## config.mk

```make
export PLATFORM = sky130hd
export DESIGN_NAME = trigger_ctrl
export DESIGN_NICKNAME = d
export VERILOG_FILES = /design/src/rtl/trigger_pkg.sv /design/src/rtl/btn_debounce.sv /design/src/rtl/trigger_ctrl.sv
export SDC_FILE = /design/constraint.sdc
export NUM_CORES = 1
export LEC_CHECK = 0
export CAP_MARGIN = 20
export CELL_PAD_IN_SITES_DETAIL_PLACEMENT = 1
export CELL_PAD_IN_SITES_GLOBAL_PLACEMENT = 2
export CORE_MARGIN = 2
export CORE_UTILIZATION = 35
export CTS_BUF_LIST = sky130_fd_sc_hd__clkbuf_8 sky130_fd_sc_hd__clkbuf_16
export DETAILED_ROUTE_END_ITERATION = 8
export GPL_ROUTABILITY_DRIVEN = 0
export PLACE_DENSITY_LB_ADDON = 0.1
export REMOVE_ABC_BUFFERS = 1
export SLEW_MARGIN = 10
export SYNTH_ARGS = -nofsm -noshare
export SYNTH_HDL_FRONTEND = slang
export SYNTH_HIERARCHICAL = 1
export SYNTH_SLANG_ARGS = --single-unit
```

## constraint.sdc

```tcl
create_clock -name clk -period 2.09 [get_ports clk]
set_input_delay 0.209 -clock clk [delete_from_list [all_inputs] [get_ports clk]]
set_output_delay 0.209 -clock clk [all_outputs]
set_load 0.005 [all_outputs]
```

## src/rtl/trigger_pkg.sv

```systemverilog
// Shared types and constants for the push-button trigger controller.
package trigger_pkg;
    typedef enum logic [1:0] {
        IDLE    = 2'd0,
        FIRE    = 2'd1,
        RELEASE = 2'd2
    } trig_state_t;

    localparam int PRESS_CNT_W = 8;
endpackage

```

## src/rtl/btn_debounce.sv

```systemverilog
// Synchronises the raw button input and debounces it into a stable level that
// only changes after DEBOUNCE_CYCLES consecutive differing synchronised samples.
module btn_debounce #(
    parameter int SYNC_STAGES     = 2,
    parameter int DEBOUNCE_CYCLES = 16
) (
    input  logic clk,
    input  logic rst_n,
    input  logic btn_in,
    output logic db_level
);
    localparam int CNT_W = $clog2(DEBOUNCE_CYCLES + 1);

    logic [SYNC_STAGES-1:0] sync_q, sync_d;
    logic                   sync_out;
    logic [CNT_W-1:0]       cnt_q, cnt_d;
    logic                   db_q, db_d;

    always_comb begin
        sync_d   = {sync_q[SYNC_STAGES-2:0], btn_in};
        sync_out = sync_q[SYNC_STAGES-1];
        cnt_d    = '0;
        db_d     = db_q;
        // The toggle happens on the edge the count would reach DEBOUNCE_CYCLES.
        if (sync_out != db_q) begin
            if (cnt_q == CNT_W'(DEBOUNCE_CYCLES - 1)) begin
                db_d = ~db_q;
            end else begin
                cnt_d = cnt_q + 1'b1;
            end
        end
    end

    always_ff @(posedge clk or negedge rst_n) begin
        if (!rst_n) begin
            sync_q <= '0;
            cnt_q  <= '0;
            db_q   <= 1'b0;
        end else begin
            sync_q <= sync_d;
            cnt_q  <= cnt_d;
            db_q   <= db_d;
        end
    end

    assign db_level = db_q;
endmodule

```

## src/rtl/trigger_ctrl.sv

```systemverilog
// One-shot trigger per debounced button press, held until software changes a0
// (when ack_en is set) or until HOLD_MAX cycles elapse.
module trigger_ctrl
    import trigger_pkg::*;
#(
    parameter int SYNC_STAGES     = 2,
    parameter int DEBOUNCE_CYCLES = 16,
    parameter int HOLD_MAX        = 1024,
    parameter int DATA_WIDTH      = 32
) (
    input  logic                   clk,
    input  logic                   rst_n,
    input  logic                   btn_in,
    input  logic [DATA_WIDTH-1:0]  a0,
    input  logic                   ack_en,
    output logic                   trigger,
    output logic                   busy,
    output logic                   timeout,
    output logic [PRESS_CNT_W-1:0] press_count
);
    localparam int HOLD_W = $clog2(HOLD_MAX);

    logic                   db_level;
    trig_state_t            state_q, state_d;
    logic [DATA_WIDTH-1:0]  snap_q, snap_d;
    logic [HOLD_W-1:0]      hold_q, hold_d;
    logic [PRESS_CNT_W-1:0] press_q, press_d;
    logic                   timeout_q, timeout_d;

    btn_debounce #(
        .SYNC_STAGES    (SYNC_STAGES),
        .DEBOUNCE_CYCLES(DEBOUNCE_CYCLES)
    ) u_debounce (
        .clk     (clk),
        .rst_n   (rst_n),
        .btn_in  (btn_in),
        .db_level(db_level)
    );

    always_comb begin
        state_d   = state_q;
        snap_d    = snap_q;
        hold_d    = hold_q;
        press_d   = press_q;
        timeout_d = 1'b0;
        unique case (state_q)
            IDLE: begin
                if (db_level) begin
                    state_d = FIRE;
                    snap_d  = a0;
                    hold_d  = '0;
                    press_d = press_q + 1'b1;
                end
            end
            FIRE: begin
                // Acknowledge has priority over a timeout landing on the same edge.
                if (ack_en && (a0 != snap_q)) begin
                    state_d = RELEASE;
                end else if (hold_q == HOLD_W'(HOLD_MAX - 1)) begin
                    state_d   = RELEASE;
                    timeout_d = 1'b1;
                end else begin
                    hold_d = hold_q + 1'b1;
                end
            end
            RELEASE: begin
                if (!db_level) begin
                    state_d = IDLE;
                end
            end
            default: state_d = IDLE;
        endcase
    end

    always_ff @(posedge clk or negedge rst_n) begin
        if (!rst_n) begin
            state_q   <= IDLE;
            snap_q    <= '0;
            hold_q    <= '0;
            press_q   <= '0;
            timeout_q <= 1'b0;
        end else begin
            state_q   <= state_d;
            snap_q    <= snap_d;
            hold_q    <= hold_d;
            press_q   <= press_d;
            timeout_q <= timeout_d;
        end
    end

    assign trigger     = (state_q == FIRE);
    assign busy        = (state_q != IDLE);
    assign timeout     = timeout_q;
    assign press_count = press_q;
endmodule

```

==> impl_metrics.sql <==
INSERT INTO impl_metrics (metric_group, metric, value, unit) VALUES
('min_path', 'hold_start', 'btn_in', ''),
('setup_path', 'cp_data_arrival_time', '2390', 'ps'),
('power', 'intPower', '2.077', 'mW'),
('timing', 'timing.fmax', '469.6', 'MHz'),
('timing', 'finalWorstPathRequiredPeriod', '2130', 'ps'),
('route', 'drc', '0', ''),
('setup_path', 'critPathLaunchType', 'register', ''),
('clock_tree', 'worst_setup_hold_path_clk_slew', '70', 'ps'),
('clock_tree', 'cts_inserted_buffers', '9', ''),
('status', 'run_status', 'finished with violations', ''),
('timing', 'least_margin_pin_slew', '366.6', 'ps'),
('power', 'share_comb_of_total_power', '11.6', '%'),
('timing', 'final-setup-viol-count', '2', ''),
('setup_path', 'critical_path_class', 'reg2reg', ''),
('finish', 'final_cells', '419', ''),
('global_route', 'gr-total-overflow', '0', ''),
('die', 'initial_util', '35.75', '%'),
('clock_tree', 'clockRootBuffer', 'clkbuf_8', ''),
('die', 'boundaryPins', '47', ''),
('setup_path', 'worstPathRequired', '2360', 'ps'),
('finish', 'layout.area.seq', '0.001526', 'sq mm'),
('timing', 'layout_worst_path_cycle_share', '101.9', '%'),
('global_route', 'grt_max_degree', '62', ''),
('timing', 'timing.final.max_slew_violations', '0', ''),
('die', 'die_h', '94.91', 'microns'),
('clock_tree', 'clock_insertion_delay_worst_skew', '330', 'ps'),
('power', 'seqPwrFrac', '47.5', '%'),
('setup_path', 'critical_path.max_fanout', '9', ''),
('timing', 'fin_worst_skew', '7.700', 'ps'),
('run', 'max_cap_viol_count', '0', ''),
('clock_tree', 'cts_tree', 'yes', ''),
('placed_design', 'preCtsSetupSlack', '-379.0', 'ps'),
('yosys', 'synthDistinctLibCells', '32', ''),
('power', 'power.share.clock', '40.9', '%'),
('setup_path', 'rrSetupSlack', '-40', 'ps'),
('timing', 'worst_max_slew_margin_expressed_relative_to_the_limit', '75.56', '%'),
('route', 'finalWirelength', '6104', 'microns'),
('finish', 'share_of_cells_above_drive_strength_1', '23.89', '%'),
('clock_tree', 'ctsLongestPathBuffers', '2', ''),
('placed_design', 'number_of_port_buffers', '46', ''),
('finish', 'area_used_by_multi_input_combinational_logic', '0.001374', 'sq mm'),
('timing', 'setup_slack', '-39.56', 'ps'),
('timing', 'hold-worst-slack', '307.8', 'ps'),
('die', 'die_area', '0.009008', 'sq mm'),
('route', 'detailedRoute.firstPassIterationCount', '5', ''),
('yosys', 'synthesis.area_per_instance', '11.81', 'sq um'),
('route', 'routed_via_count', '2064', ''),
('timing', 'finalHoldViolations', '0', ''),
('finish', 'fill_cells', '880', ''),
('yosys', 'syn_area', '0.002893', 'sq mm'),
('setup_path', 'worst_r2r_endpoint', 'hold_q[6]', ''),
('route', 'vias_per_cell', '4.926', ''),
('yosys', 'ys_dominant_reg_cell', 'dfrtp_1', ''),
('die', 'floorplan.core_area', '0.008093', 'sq mm'),
('route', 'post_drt_wl_per_cell', '14.57', 'microns'),
('yosys', 'number_of_enable_flip_flop_cells_after_synthesis', '0', ''),
('setup_path', 'endpoint_kind', 'register', ''),
('timing', 'setup_repair_after_global_routing_missed_its_margin', 'true', ''),
('placed_design', 'detailed_place.area', '0.003558', 'sq mm'),
('clock_tree', 'htree_depth', '3', ''),
('setup_path', 'timing.rr.start', 'snap_q[5]', ''),
('power', 'p_leak', '1.818', 'nW'),
('finish', 'layout.nets', '348', ''),
('setup_path', 'crit_path_top_delay_cell', 'or4_1', ''),
('clock_tree', 'numClockSinks', '61', ''),
('global_route', 'gr-usage-all-layers', '15.21', '%'),
('min_path', 'timing.hold.worst_endpoint', 'u_debounce/sync_q[0]', ''),
('setup_path', 'cpPeakStageDelay', '490', 'ps'),
('finish', 'layout-area-overhead-vs-synth', '32.61', '%'),
('status', 'violated_checks', 'setup timing', ''),
('yosys', 'ys_seq_elements', '61', '');
timing repair:
action / in CTS / in global routing
endpoints found under the hold margin: 61 / 0
endpoints found under the setup margin: 9 / 12
pin swaps: 1 / 2
gates cloned: 0 / 0
hold buffers: 1 / 0
resized for setup: 5 / 6
kinds of logic (layout without fill, tap and decap cells):
group | after synthesis | count (layout) | synth area share (%)
DFF | 61 | 61 | 52.77
muxes | 38 | 38 | 14.62
xor gates and xnor gates | 42 | 42 | 12.72
AOI/OAI and AO/OA | 18 | 18 | 3.806
and+or+nand+nor | 72 | 72 | 12.93
adders and majority gates | 3 | 3 | 1.298
buffers and inverters | 11 | 80 | 1.860
per-layer routing:
| metal | global-route usage (%) | routed length [microns] | vias to the layer above |
|---|---|---|---|
| met5 | 0 | 0 | - |
| met4 | 7.246 | 110 | 0 |
| met3 | 3.831 | 211 | 9 |
| met2 | 23.64 | 2949 | 34 |
| met1 | 19.84 | 2832 | 1031 |
| li1 | - | - | 990 |
flip-flops by register name, summed over array words and instances, names as in the netlist:
name                 flops
press_count              8
timeout                  1
u_debounce/db_level      1
snap_q                  32
state_q                  2
u_debounce/cnt_q         5
u_debounce/sync_q        2
hold_q                  10
cell type report:
type                    count  share of cell area, %
repair buffers             60                  15.00
well taps                 105                  3.425
inverters                   4                 0.3914
clock buffers               9                  3.229
flip-flops and latches     61                  39.79
clock inverters             7                  2.348
multi-input cells         173                  35.81
worst max-delay path by stage:
stage          startpoint              to  slack, ps  depth (start not counted)
6_report        snap_q[5]       hold_q[6]        -40                          7
4_1_cts         snap_q[5]       hold_q[6]         -6                          7
5_1_grt         snap_q[5]       hold_q[6]       -150                          7
3_5_place_dp        a0[5]       hold_q[5]       -380                          8
3_3_place_gp        a0[0]       hold_q[6]       -320                          7
2_1_floorplan  state_q[0]  press_count[7]      -1060                          6
worst max-delay path, delay by kind of cell (launching register included):
kind	cells	cell delay (ps)
simple gates	4	1050
compound gates	1	280
flops	1	390
xor+xnor	1	180
buf+inv	1	160
power by group through the flow:
stage	Sequential [mW]	Clock (mW)	Combinational, mW
floorplan	1.33	0	0.159
global placement	1.34	0	0.316
detailed placement	1.35	0	0.320
CTS	1.32	1.19	0.328
global route	1.34	1.25	0.373
finish	1.33	1.14	0.325
synthesized netlist by cell type, drive strengths merged (4+ instances only):
master,number,area [sq um]
and3,4,25.02
buf,5,31.28
dfrtp,61,1526
inv,4,15.01
mux2,34,382.9
mux2i,4,40.04
nand2,13,48.80
nand3,16,85.08
nand4,6,37.54
nor2,13,51.30
nor4,10,62.56
o211ai,4,30.03
o21ai,7,35.03
xnor2,4,35.03
xor2,38,332.8
metrics by stage:
| step | util (%) | TNS, ps |
|---|---|---|
| final | 47.40 | -41.41 |
| after global routing | 47.40 | -841.1 |
| after CTS | 47.06 | -7.665 |
| after detailed placement | 43.97 | -3290 |
| after global placement | 43.97 | -3041 |
| after floorplan | - | -38000 |
Note: power is estimated with default switching activity, not from simulation.
